## src/rtl/aha_sram_arb_pkg.sv

```systemverilog
// Shared types for the two-port SRAM arbiter: FSM states and port indices.
package aha_sram_arb_pkg;
  typedef enum logic {ST_INIT = 1'b0, ST_RUN = 1'b1} state_e;
  localparam int P0 = 0;
  localparam int P1 = 1;
endpackage

```

## src/rtl/aha_sram_arb_rr.sv

```systemverilog
// Two-input round-robin grant with the priority pointer register.
module aha_sram_arb_rr
  import aha_sram_arb_pkg::*;
(
  input  logic       CLK,
  input  logic       RESETn,
  input  logic       en,
  input  logic [1:0] req,
  output logic [1:0] gnt,
  output logic       pri
);

  always_comb begin
    gnt = '0;
    if (en) begin
      if (&req) gnt[pri] = 1'b1;
      else      gnt      = req;
    end
  end

  // After serving port k the other port gets priority.
  always_ff @(posedge CLK or negedge RESETn) begin
    if (!RESETn)       pri <= 1'b0;
    else if (gnt[P0])  pri <= 1'b1;
    else if (gnt[P1])  pri <= 1'b0;
  end

endmodule

```

## src/rtl/aha_sram_arb2.sv

```systemverilog
// Two-port arbiter in front of a single-port SRAM with optional zero-fill after reset.
module aha_sram_arb2
  import aha_sram_arb_pkg::*;
#(
  parameter int ADDR_WIDTH = 12,
  parameter int DATA_WIDTH = 32,
  parameter bit INIT_ZERO  = 1'b0,
  localparam int STRB      = DATA_WIDTH / 8
) (
  input  logic                  CLK,
  input  logic                  RESETn,
  input  logic                  P0_REQ,
  input  logic [STRB-1:0]       P0_WE,
  input  logic [ADDR_WIDTH-1:0] P0_ADDR,
  input  logic [DATA_WIDTH-1:0] P0_WDATA,
  output logic                  P0_GNT,
  output logic                  P0_RVALID,
  output logic [DATA_WIDTH-1:0] P0_RDATA,
  input  logic                  P1_REQ,
  input  logic [STRB-1:0]       P1_WE,
  input  logic [ADDR_WIDTH-1:0] P1_ADDR,
  input  logic [DATA_WIDTH-1:0] P1_WDATA,
  output logic                  P1_GNT,
  output logic                  P1_RVALID,
  output logic [DATA_WIDTH-1:0] P1_RDATA,
  output logic                  BUSY,
  output logic                  SRAM_CS,
  output logic [STRB-1:0]       SRAM_WE,
  output logic [ADDR_WIDTH-1:0] SRAM_ADDR,
  output logic [DATA_WIDTH-1:0] SRAM_WDATA,
  input  logic [DATA_WIDTH-1:0] SRAM_RDATA
);

  state_e                state, state_nxt;
  logic [ADDR_WIDTH-1:0] cnt;
  logic                  arb_en, pri;
  logic [1:0]            gnt;
  logic                  rd_vld, rd_own;

  aha_sram_arb_rr u_rr (
    .CLK    (CLK),
    .RESETn (RESETn),
    .en     (arb_en),
    .req    ({P1_REQ, P0_REQ}),
    .gnt    (gnt),
    .pri    (pri)
  );

  assign P0_GNT = gnt[P0];
  assign P1_GNT = gnt[P1];
  assign BUSY   = (state == ST_INIT);

  // SRAM strobes are qualified by RESETn so nothing is driven while reset is held.
  always_comb begin
    state_nxt  = state;
    arb_en     = 1'b0;
    SRAM_CS    = 1'b0;
    SRAM_WE    = '0;
    SRAM_ADDR  = '0;
    SRAM_WDATA = '0;
    case (state)
      ST_INIT: begin
        SRAM_CS   = RESETn;
        SRAM_WE   = RESETn ? '1 : '0;
        SRAM_ADDR = cnt;
        if (&cnt) state_nxt = ST_RUN;
      end
      default: begin
        arb_en = RESETn;
        if (gnt[P0]) begin
          SRAM_CS    = 1'b1;
          SRAM_WE    = P0_WE;
          SRAM_ADDR  = P0_ADDR;
          SRAM_WDATA = P0_WDATA;
        end else if (gnt[P1]) begin
          SRAM_CS    = 1'b1;
          SRAM_WE    = P1_WE;
          SRAM_ADDR  = P1_ADDR;
          SRAM_WDATA = P1_WDATA;
        end
      end
    endcase
  end

  always_ff @(posedge CLK or negedge RESETn) begin
    if (!RESETn) begin
      state <= INIT_ZERO ? ST_INIT : ST_RUN;
      cnt   <= '0;
    end else begin
      state <= state_nxt;
      if (state == ST_INIT) cnt <= cnt + 1'b1;
    end
  end

  // Read owner is captured at grant so data returning next cycle is steered correctly.
  always_ff @(posedge CLK or negedge RESETn) begin
    if (!RESETn) begin
      rd_vld <= 1'b0;
      rd_own <= 1'b0;
    end else begin
      rd_vld <= (|gnt) && (SRAM_WE == '0);
      rd_own <= gnt[P1];
    end
  end

  assign P0_RVALID = rd_vld && !rd_own;
  assign P1_RVALID = rd_vld &&  rd_own;
  assign P0_RDATA  = P0_RVALID ? SRAM_RDATA : '0;
  assign P1_RDATA  = P1_RVALID ? SRAM_RDATA : '0;

endmodule

```

## config.mk

```make
export PLATFORM = sky130hd
export DESIGN_NAME = aha_sram_arb2
export DESIGN_NICKNAME = d
export VERILOG_FILES = /design/src/rtl/aha_sram_arb_pkg.sv /design/src/rtl/aha_sram_arb_rr.sv /design/src/rtl/aha_sram_arb2.sv
export SDC_FILE = /design/constraint.sdc
export NUM_CORES = 1
export LEC_CHECK = 0
export CORE_MARGIN = 8
export CORE_UTILIZATION = 26
export DETAILED_ROUTE_END_ITERATION = 12
export PLACE_DENSITY = 0.87
export SLEW_MARGIN = 20
export SYNTH_ARGS = -nofsm -noshare
export SYNTH_HDL_FRONTEND = slang
export SYNTH_SLANG_ARGS = --single-unit
export TNS_END_PERCENT = 30
```

## constraint.sdc

```tcl
create_clock -name CLK -period 2.2 [get_ports CLK]
set_clock_uncertainty 0.2 [all_clocks]
set_input_delay 0.33 -clock CLK [delete_from_list [all_inputs] [get_ports CLK]]
set_output_delay 0.33 -clock CLK [all_outputs]
set_load 0.005 [all_outputs]
```

==> results.py, run 1 <==
metrics = {
    "outcome": {
        "outcome": "finished with violations",
        "violations": "setup timing",
    },
    "clock_tree": {
        "cts_sinks": 16,
        "cts_inserted_buffers": 3,
        "ctsLongestPathBuffers": 2,
        "clock_latency_ns": 0.25,
        "ctsHoldBuffers": 0,
        "root_buffer": "clkbuf_8",
        "htree_levels": 1,
        "cts_tree": "done",
        "cts.clk_slew.worst_paths_ns": 0.06,
    },
    "placed_design": {
        "gp_congestion": 0.987,
        "place.detailed.hpwl_um": 9960,
        "portBuffers": 249,
        "place_area_um2": 4520,
        "dp_slack_ns": -0.597,
        "placedCellCount": 562,
    },
    "sta": {
        "tns_ns": -5.38,
        "worst_slack_ns": -0.180,
        "fin_crit_sh_pct": 108,
        "hold_violations": 0,
        "tightest_slew_ns": 0.372,
        "rsz0062_at_grt": "true",
        "relSlewSlack_pct": 74.9,
        "slew_violations": 0,
        "setup_violations": 47,
        "period_minus_slack_ns": 2.38,
        "fmax_ghz": 0.420,
    },
    "floorplanning": {
        "ioPinCount": 250,
        "core_um2": 7140,
        "die_x_um": 101,
        "initial_core_util_pct": 26.4,
        "dieArea_um2": 10200,
        "rows": 31,
        "die_h_um": 101,
    },
    "pwr": {
        "power.density_nw_per_um2": 171,
        "peakVddDrop_mv": 0.212,
        "power_leakage_nw": 2.40,
        "p_total_w": 0.000849,
    },
    "yosys": {
        "yosys_warnings": 0,
        "yosys.cell_types.count": 41,
        "synth_seq_cells": 16,
        "synth_nets": 350,
        "synth_area_leaders": "dfrtp_1 (20%), a22o_1 (16%), and2_1 (11%)",
        "ys_async_sr_fraction_pct": 100,
        "ys.flop_type": "dfrtp_1",
        "ys_seq_area_share_pct": 21.3,
        "syn_inst": 217,
        "synthTopCellsByCount": "a22o_1 (34), and2_1 (33), and3_1 (32)",
        "synth_top_area_cell": "dfrtp_1",
        "synth_area_um2": 1890,
        "avgSynthCellArea_um2": 8.69,
        "synth_edf_count": 0,
        "synth_top_area_share_pct": 19.9,
        "synth_most_common_cell": "a22o_1",
    },
    "grt": {
        "grt_max_degree": 34,
        "grt_pass1_vias": 3057,
        "grt_overflow": 0,
        "antenna_found_initial": 1,
        "grt_usage_pct": 23.3,
        "grt_use_met1_pct": 25.5,
        "grt_util_met2_pct": 43.9,
        "grt_pass1_wl_um": 18300,
        "grt-busiest-layer": "met2",
        "grt_use_met3_pct": 6.19,
    },
    "job": {
        "drv_cap": 0,
    },
    "final_layout": {
        "area_growth_pct": 163,
        "diodes": 0,
        "fillers": 566,
        "final_cell_area_um2": 4960,
        "finish.net_count": 634,
        "drive_above_1_share_pct": 24.8,
        "final_cells": 599,
    },
    "critical_path": {
        "worst_setup_path_start_kind": "register",
        "worst_ep_required_time_ns": 1.67,
        "critPathArrivalTime_ns": 1.85,
        "critPathCaptureType": "primary output",
        "critPathMaxFanout": 5,
        "critPathKind": "register to primary output",
    },
    "detailed_routing": {
        "wire_per_inst_um": 22.0,
        "wirelength_um": 13200,
        "antenna_left": 0,
        "dr.first_iter.drc_count": 124,
        "firstDrtPassIters": 4,
        "drc": 0,
        "via_count": 2956,
        "vias_per_cell": 4.93,
    },
    "min_path": {
        "hold_path.class": "input pin to async pin",
    },
}
## placed cells by master (no fill, tap or decap), drive strengths merged, types with 2 or more instances in the layout
cell type      instances
a21boi                 3
a21o                   2
a221o                 12
a22o                  34
a32oi                  2
and2                  33
and3                  32
buf                   94
clkbuf                 9
clkdlybuf4s50        187
dfrtp                 15
dlygate4sd2            3
dlymetal6s2s           8
inv                    2
nand2                  5
nand2b                 2
nand3                  3
nor2                   5
nor2b                 12
nor3                   5
nor4                   5
o21ai                  2
xnor2                  5
xor2                   6
## state kept, by name, summed over array words and instances (netlist names)
| name | count |
|---|---|
| rd_vld | 1 |
| rd_own | 1 |
| state | 1 |
| u_rr.pri | 1 |
| cnt | 12 |
## through the flow
stage	hold WS, ns	utilization, %
2_1_floorplan	-0.166	-
3_3_place_gp	0.278	63.3
3_5_place_dp	0.279	63.3
4_1_cts	0.0959	67.6
5_1_grt	0.115	69.5
6_report	0.115	69.5
## report_power, final
group / total, W / switching [W] / internal (W)
sequential: 0.000294 / 0 / 0.000294
clock: 0.000262 / 0.000103 / 0.000159
combinational: 0.000293 / 0.0000706 / 0.000222
## critical path, stage by stage, from the launching register on
cell and delay, ns:
dfstp_2 0.58, nand2_4 0.08, nor3_4 0.20, buf_6 0.14, buf_12 0.10, buf_12 0.11, buf_8 0.10, a22o_1 0.15
buf_2 0.13
## area by class of cell
| class | count | area [um^2] | share of cell area (%) |
|---|---|---|---|
| clock buffer | 4 | 55.1 | 1.11 |
| inverter | 3 | 15.0 | 0.303 |
| multi-input combinational | 178 | 1380 | 27.7 |
| sequential | 16 | 402 | 8.10 |
| tap | 99 | 124 | 2.50 |
| timing repair buffer | 299 | 2990 | 60.3 |
## layer usage
metal / part of all wire (%) / vias to the layer above
met5: 0.091 / -
met4: 1.9 / 2
met3: 9.1 / 21
met2: 51 / 169
met1: 38 / 1370
li1: - / 1394
## logic make-up after synthesis
kind of cell,after synthesis,synth area share (%)
xor+xnor,11,5.11
flops,16,21.3
compound gates,59,27.9
buf+inv,23,8.02
mux,1,0.597
simple gates,106,36.4
fa+ha+maj,1,0.663
## final timing paths
check	startpoint	depth (start not counted)	end	slack (ns)
setup / recovery	state	8	SRAM_WDATA[22]	-0.18
hold / removal	RESETn	2	cnt[6]	0.11
setup reg to reg	state	6	cnt[8]	0.42
hold reg to reg	cnt[10]	1	cnt[10]	0.29
max in group asynchronous	RESETn	2	state	1.42
min in group CLK	cnt[10]	1	cnt[10]	0.29
## what timing repair did
action                     in CTS  in global routing
pin swaps                       8                 15
resized for setup             213                 33
setup endpoints to repair      80                 93
gates cloned                    6                  2
buffers inserted               15                 10
Power figures use the tool's default switching activity.
==> inputs of run 2 (changes only) <==
--- a/config.mk
+++ b/config.mk
@@ -5,10 +5,12 @@
 export SDC_FILE = /design/constraint.sdc
 export NUM_CORES = 1
 export LEC_CHECK = 0
+export CELL_PAD_IN_SITES_DETAIL_PLACEMENT = 0
+export CELL_PAD_IN_SITES_GLOBAL_PLACEMENT = 2
 export CORE_MARGIN = 8
-export CORE_UTILIZATION = 26
+export CORE_UTILIZATION = 11
 export DETAILED_ROUTE_END_ITERATION = 12
-export PLACE_DENSITY = 0.87
+export PLACE_DENSITY = 0.83
 export SLEW_MARGIN = 20
 export SYNTH_ARGS = -nofsm -noshare
 export SYNTH_HDL_FRONTEND = slang
==> run 2 against run 1 <==
  * The flow still finishes with violations (setup timing)
  * Design area rose by 0.35%
  * Die area rose by 110%
  * Clock-buffer cell count did not move
  * Largest cell class unchanged
==> results.py, run 2 (synthesized netlist as in run 1, its figures left out) <==
metrics = {
    "floorplanning": {
        "die_h_um": 147,
        "core_um2": 17100,
        "die_x_um": 147,
        "dieArea_um2": 21600,
        "ioPinCount": 250,
        "rows": 48,
        "initial_core_util_pct": 11.1,
    },
    "grt": {
        "grt_usage_pct": 10.8,
        "grt_max_degree": 34,
        "antenna_found_initial": 0,
        "grt_pass1_wl_um": 18800,
        "grt_overflow": 0,
        "grt_pass1_vias": 3111,
    },
    "sta": {
        "period_minus_slack_ns": 2.33,
        "setup_violations": 15,
        "hold_violations": 0,
        "worst_slack_ns": -0.132,
        "holdWs_ns": 0.121,
        "slew_violations": 0,
        "fmax_ghz": 0.429,
        "rsz0062_at_grt": "true",
        "relSlewSlack_pct": 79.9,
        "fin_crit_sh_pct": 106,
        "tightest_slew_ns": 0.298,
    },
    "placed_design": {
        "place.detailed.hpwl_um": 9820,
        "gp_congestion": 0.777,
        "dp_slack_ns": -0.571,
        "portBuffers": 249,
    },
    "outcome": {
        "violations": "setup timing",
        "outcome": "finished with violations",
    },
    "final_layout": {
        "final_cell_mix": "clkdlybuf4s50_1 (164), buf_2 (42), dlygate4sd2_1 (36), a22o_1 (34), and2_1 (33)",
        "largest_reg_flops": 12,
        "top_register": "cnt",
        "area_growth_pct": 164,
        "fillers": 1780,
        "layout.area.seq_um2": 403,
        "drive_above_1_share_pct": 23.9,
        "finish.net_count": 631,
        "diodes": 0,
        "multiInputGateArea_um2": 1380,
        "layout_commonest_cell": "clkdlybuf4s50_1",
    },
    "pwr": {
        "power.density_nw_per_um2": 199,
        "p_total_w": 0.000992,
        "power_leakage_nw": 2.38,
        "peakVddDrop_mv": 0.221,
    },
    "detailed_routing": {
        "dr.first_iter.drc_count": 79,
        "vias_per_cell": 3.90,
        "highest_layer": "met4",
        "dr_wl_met3_um": 874,
        "antenna_left": 0,
        "drc": 0,
        "met2WireLength_um": 6690,
        "firstDrtPassIters": 4,
        "wirelength_um": 12500,
        "drt-met1-wl_um": 4830,
        "wire_per_inst_um": 17.4,
        "via_count": 2819,
    },
    "critical_path": {
        "rrSetupSlack_ns": 0.62,
        "critPathArrivalTime_ns": 1.80,
        "r2r_cells": 5,
        "reg2reg_to": "rd_vld",
        "critPathMaxFanout": 20,
        "reg2reg_from": "u_rr.pri",
        "critPathCaptureType": "primary output",
        "worst_ep_required_time_ns": 1.67,
        "critPathKind": "register to primary output",
        "worst_setup_path_start_kind": "register",
    },
    "clock_tree": {
        "clock_latency_ns": 0.25,
        "cts_sinks": 16,
        "cts_inserted_buffers": 3,
        "cts.clk_slew.worst_paths_ns": 0.05,
        "ctsLongestPathBuffers": 2,
        "htree_levels": 1,
        "root_buffer": "clkbuf_16",
        "ctsHoldBuffers": 0,
        "cts_tree": "done",
    },
    "min_path": {
        "hold_path.class": "input pin to async pin",
    },
    "job": {
        "drv_cap": 0,
    },
}
run 2: changes by cell type in the layout (fill, tap and decap cells not counted), sizes merged, moves of 5 or more:
cell	before	now
buf	94	89
dlymetal6s2s	8	1
dlygate4sd2	3	36
clkdlybuf4s50	187	164
run 2: layout make-up:
class / count / share of cell area [%]
timing repair buffer: 296 / 56.4
multi-input combinational: 178 / 27.8
sequential: 16 / 8.09
tap: 225 / 5.65
clock buffer: 4 / 1.78
inverter: 3 / 0.226
run 2: worst max-delay path, stage by stage (launching register included):
cell,delay [ns]
dfstp_2,0.57
buf_12,0.16
inv_1,0.10
o31a_1,0.25
clkdlybuf4s50_1,0.46
run 2: through the flow:
step / cell area (um^2) / std cells / util (%) / setup TNS, ns
floorplan: 1890 / 217 / - / 0
global placement: 4720 / 692 / 27.6 / -25.80
detailed placement: 4720 / 692 / 27.6 / -25.72
CTS: 4970 / 721 / 29.2 / -1.72
global route: 4980 / 722 / 29.2 / -2.37
finish: 4980 / 722 / 29.2 / -0.712
run 2: repair_timing:
item	4_1_cts	5_1_grt
setup buffers	21	3
endpoints found under the setup margin	102	72
cloned	4	1
resized for setup	251	19
pin swaps	15	24
run 2: report_power, final:
group	internal, W	switching [W]	total [W]
combinational	0.000229	0.0000762	0.000305
clock	0.000276	0.000116	0.000392
sequential	0.000295	0	0.000295
run 2: worst max-delay path by stage:
stage / endpoint / start / slack [ns] / depth (start not counted)
floorplan: SRAM_WDATA[22] / state / 0.45 / 5
global placement: SRAM_WE[2] / P0_REQ / -0.57 / 5
detailed placement: SRAM_ADDR[0] / P1_REQ / -0.57 / 6
CTS: SRAM_CS / state / -0.17 / 4
global route: SRAM_CS / state / -0.18 / 4
finish: SRAM_CS / state / -0.13 / 4
run 2: metal layers:
metal	GRT usage, %	up-vias
met1	12.1	1298
met5	0	-
met4	1.84	0
met3	2.83	17
met2	20.2	126
li1	-	1378
==> inputs of run 3 (changes only) <==
--- a/config.mk
+++ b/config.mk
@@ -11,6 +11,7 @@
 export CORE_UTILIZATION = 11
 export DETAILED_ROUTE_END_ITERATION = 12
 export PLACE_DENSITY = 0.83
+export SETUP_SLACK_MARGIN = 0.02
 export SLEW_MARGIN = 20
 export SYNTH_ARGS = -nofsm -noshare
 export SYNTH_HDL_FRONTEND = slang
==> run 3 against run 2 <==
  * The run still ends with setup timing left
  * Die area unchanged
  * Fmax fell by 0.19%
  * Global-route usage decreased by 0.40 points
  * Design area fell by 1.0%
  * Clock power is essentially flat
  * Worst setup slack lost 0.0044 ns
  * Non-clock buffer count shrank 7
==> results.py, run 3 (synthesized netlist as in run 1, its figures left out) <==
metrics = {
    "final_layout": {
        "finish.net_count": 624,
        "diodes": 0,
        "largest_reg_flops": 12,
        "top_register": "cnt",
        "layout_commonest_cell": "clkdlybuf4s50_1",
        "drive_above_1_share_pct": 23.1,
        "fillers": 1784,
        "final_cell_mix": "clkdlybuf4s50_1 (162), buf_2 (40), dlygate4sd2_1 (36), a22o_1 (34), and2_1 (33)",
        "area_growth_pct": 161,
        "final_cell_area_um2": 4930,
        "final_cells": 715,
    },
    "sta": {
        "slew_violations": 0,
        "holdWs_ns": 0.117,
        "hold_violations": 0,
        "tightest_slew_ns": 0.304,
        "fmax_ghz": 0.428,
        "relSlewSlack_pct": 79.4,
        "setup_violations": 24,
        "period_minus_slack_ns": 2.34,
        "worst_slack_ns": -0.136,
        "fin_crit_sh_pct": 106,
        "rsz0062_at_grt": "true",
    },
    "critical_path": {
        "critPathArrivalTime_ns": 1.81,
        "reg2reg_from": "state",
        "rrSetupSlack_ns": 0.55,
        "r2r_cells": 5,
        "worst_ep_required_time_ns": 1.67,
        "worst_setup_path_start_kind": "register",
        "critPathCaptureType": "primary output",
        "critPathKind": "register to primary output",
        "critPathMaxFanout": 10,
        "reg2reg_to": "cnt[5]",
    },
    "detailed_routing": {
        "antenna_left": 0,
        "drc": 0,
        "wire_per_inst_um": 16.9,
        "vias_per_cell": 3.86,
        "via_count": 2757,
        "firstDrtPassIters": 4,
        "dr.first_iter.drc_count": 76,
        "wirelength_um": 12000,
    },
    "floorplanning": {
        "dieArea_um2": 21600,
        "core_um2": 17100,
        "die_x_um": 147,
        "die_h_um": 147,
        "rows": 48,
        "initial_core_util_pct": 11.1,
        "ioPinCount": 250,
    },
    "min_path": {
        "hold_path.class": "input pin to async pin",
    },
    "clock_tree": {
        "ctsLongestPathBuffers": 2,
        "cts.clk_slew.worst_paths_ns": 0.05,
        "cts_inserted_buffers": 3,
        "root_buffer": "clkbuf_16",
        "cts_sinks": 16,
        "htree_levels": 1,
        "cts_tree": "done",
        "clock_latency_ns": 0.25,
    },
    "outcome": {
        "violations": "setup timing",
        "outcome": "finished with violations",
    },
    "grt": {
        "grt_pass1_wl_um": 18100,
        "antenna_found_initial": 0,
        "grt_pass1_vias": 2972,
        "grt_max_degree": 34,
        "grt_overflow": 0,
        "grt_usage_pct": 10.4,
    },
    "pwr": {
        "power_leakage_nw": 2.35,
        "power.density_nw_per_um2": 201,
        "peakVddDrop_mv": 0.221,
        "p_total_w": 0.000989,
    },
    "placed_design": {
        "place_area_um2": 4720,
        "placedCellCount": 692,
        "portBuffers": 249,
        "gp_congestion": 0.777,
        "place.detailed.hpwl_um": 9820,
    },
    "job": {
        "drv_cap": 0,
    },
}
-- run 3: critical path, cell delays in order (launching register included) --
cell	delay, ns
dfrtp_1	0.41
and2b_4	0.29
nor3_4	0.05
buf_6	0.13
buf_12	0.14
buf_6	0.12
a221o_1	0.29
buf_2	0.13
-- run 3: worst max-delay path by stage --
stage | endpoint | depth (start not counted) | from
global placement | SRAM_WE[2] | 5 | P0_REQ
finish | SRAM_ADDR[3] | 7 | u_rr.pri
floorplan | SRAM_WDATA[22] | 5 | state
CTS | SRAM_CS | 4 | state
detailed placement | SRAM_ADDR[0] | 6 | P1_REQ
global route | SRAM_ADDR[3] | 7 | u_rr.pri
-- run 3: metal layers --
layer | up-vias | routed length (um) | GRT usage, %
met5 | - | 0 | 0
met2 | 111 | 6450 | 19.6
li1 | 1368 | - | -
met3 | 11 | 831 | 2.58
met4 | 0 | 79 | 1.22
met1 | 1267 | 4690 | 11.8
-- run 3: repair_timing --
item / in CTS / in global routing
gates cloned: 3 / 1
endpoints found under the setup margin: 108 / 84
buffers inserted: 13 / 2
hold buffers: 0 / 0
gates resized for setup: 226 / 39
pin swaps: 11 / 6
-- run 3: layout make-up --
cell class              count  area (um^2)  share of cell area (%)
repair buffers            289         2760                    55.9
clock buffers               4         88.8                    1.80
inverters                   3         15.0                   0.305
flip-flops and latches     16          403                    8.18
well taps                 225          282                    5.71
multi-input cells         178         1380                    28.1
-- run 3: power breakdown --
group	internal, W	total [W]	switching (W)
registers	0.000295	0.000295	0
clock network	0.000276	0.000390	0.000114
logic	0.000229	0.000304	0.0000749
-- run 3: metrics by stage --
stage,utilization [%],setup TNS (ns),worst slack [ns]
2_1_floorplan,-,0,0.449
3_3_place_gp,27.6,-25.80,-0.570
3_5_place_dp,27.6,-25.72,-0.571
4_1_cts,28.7,-1.83,-0.171
5_1_grt,28.9,-3.94,-0.213
6_report,28.9,-1.03,-0.136
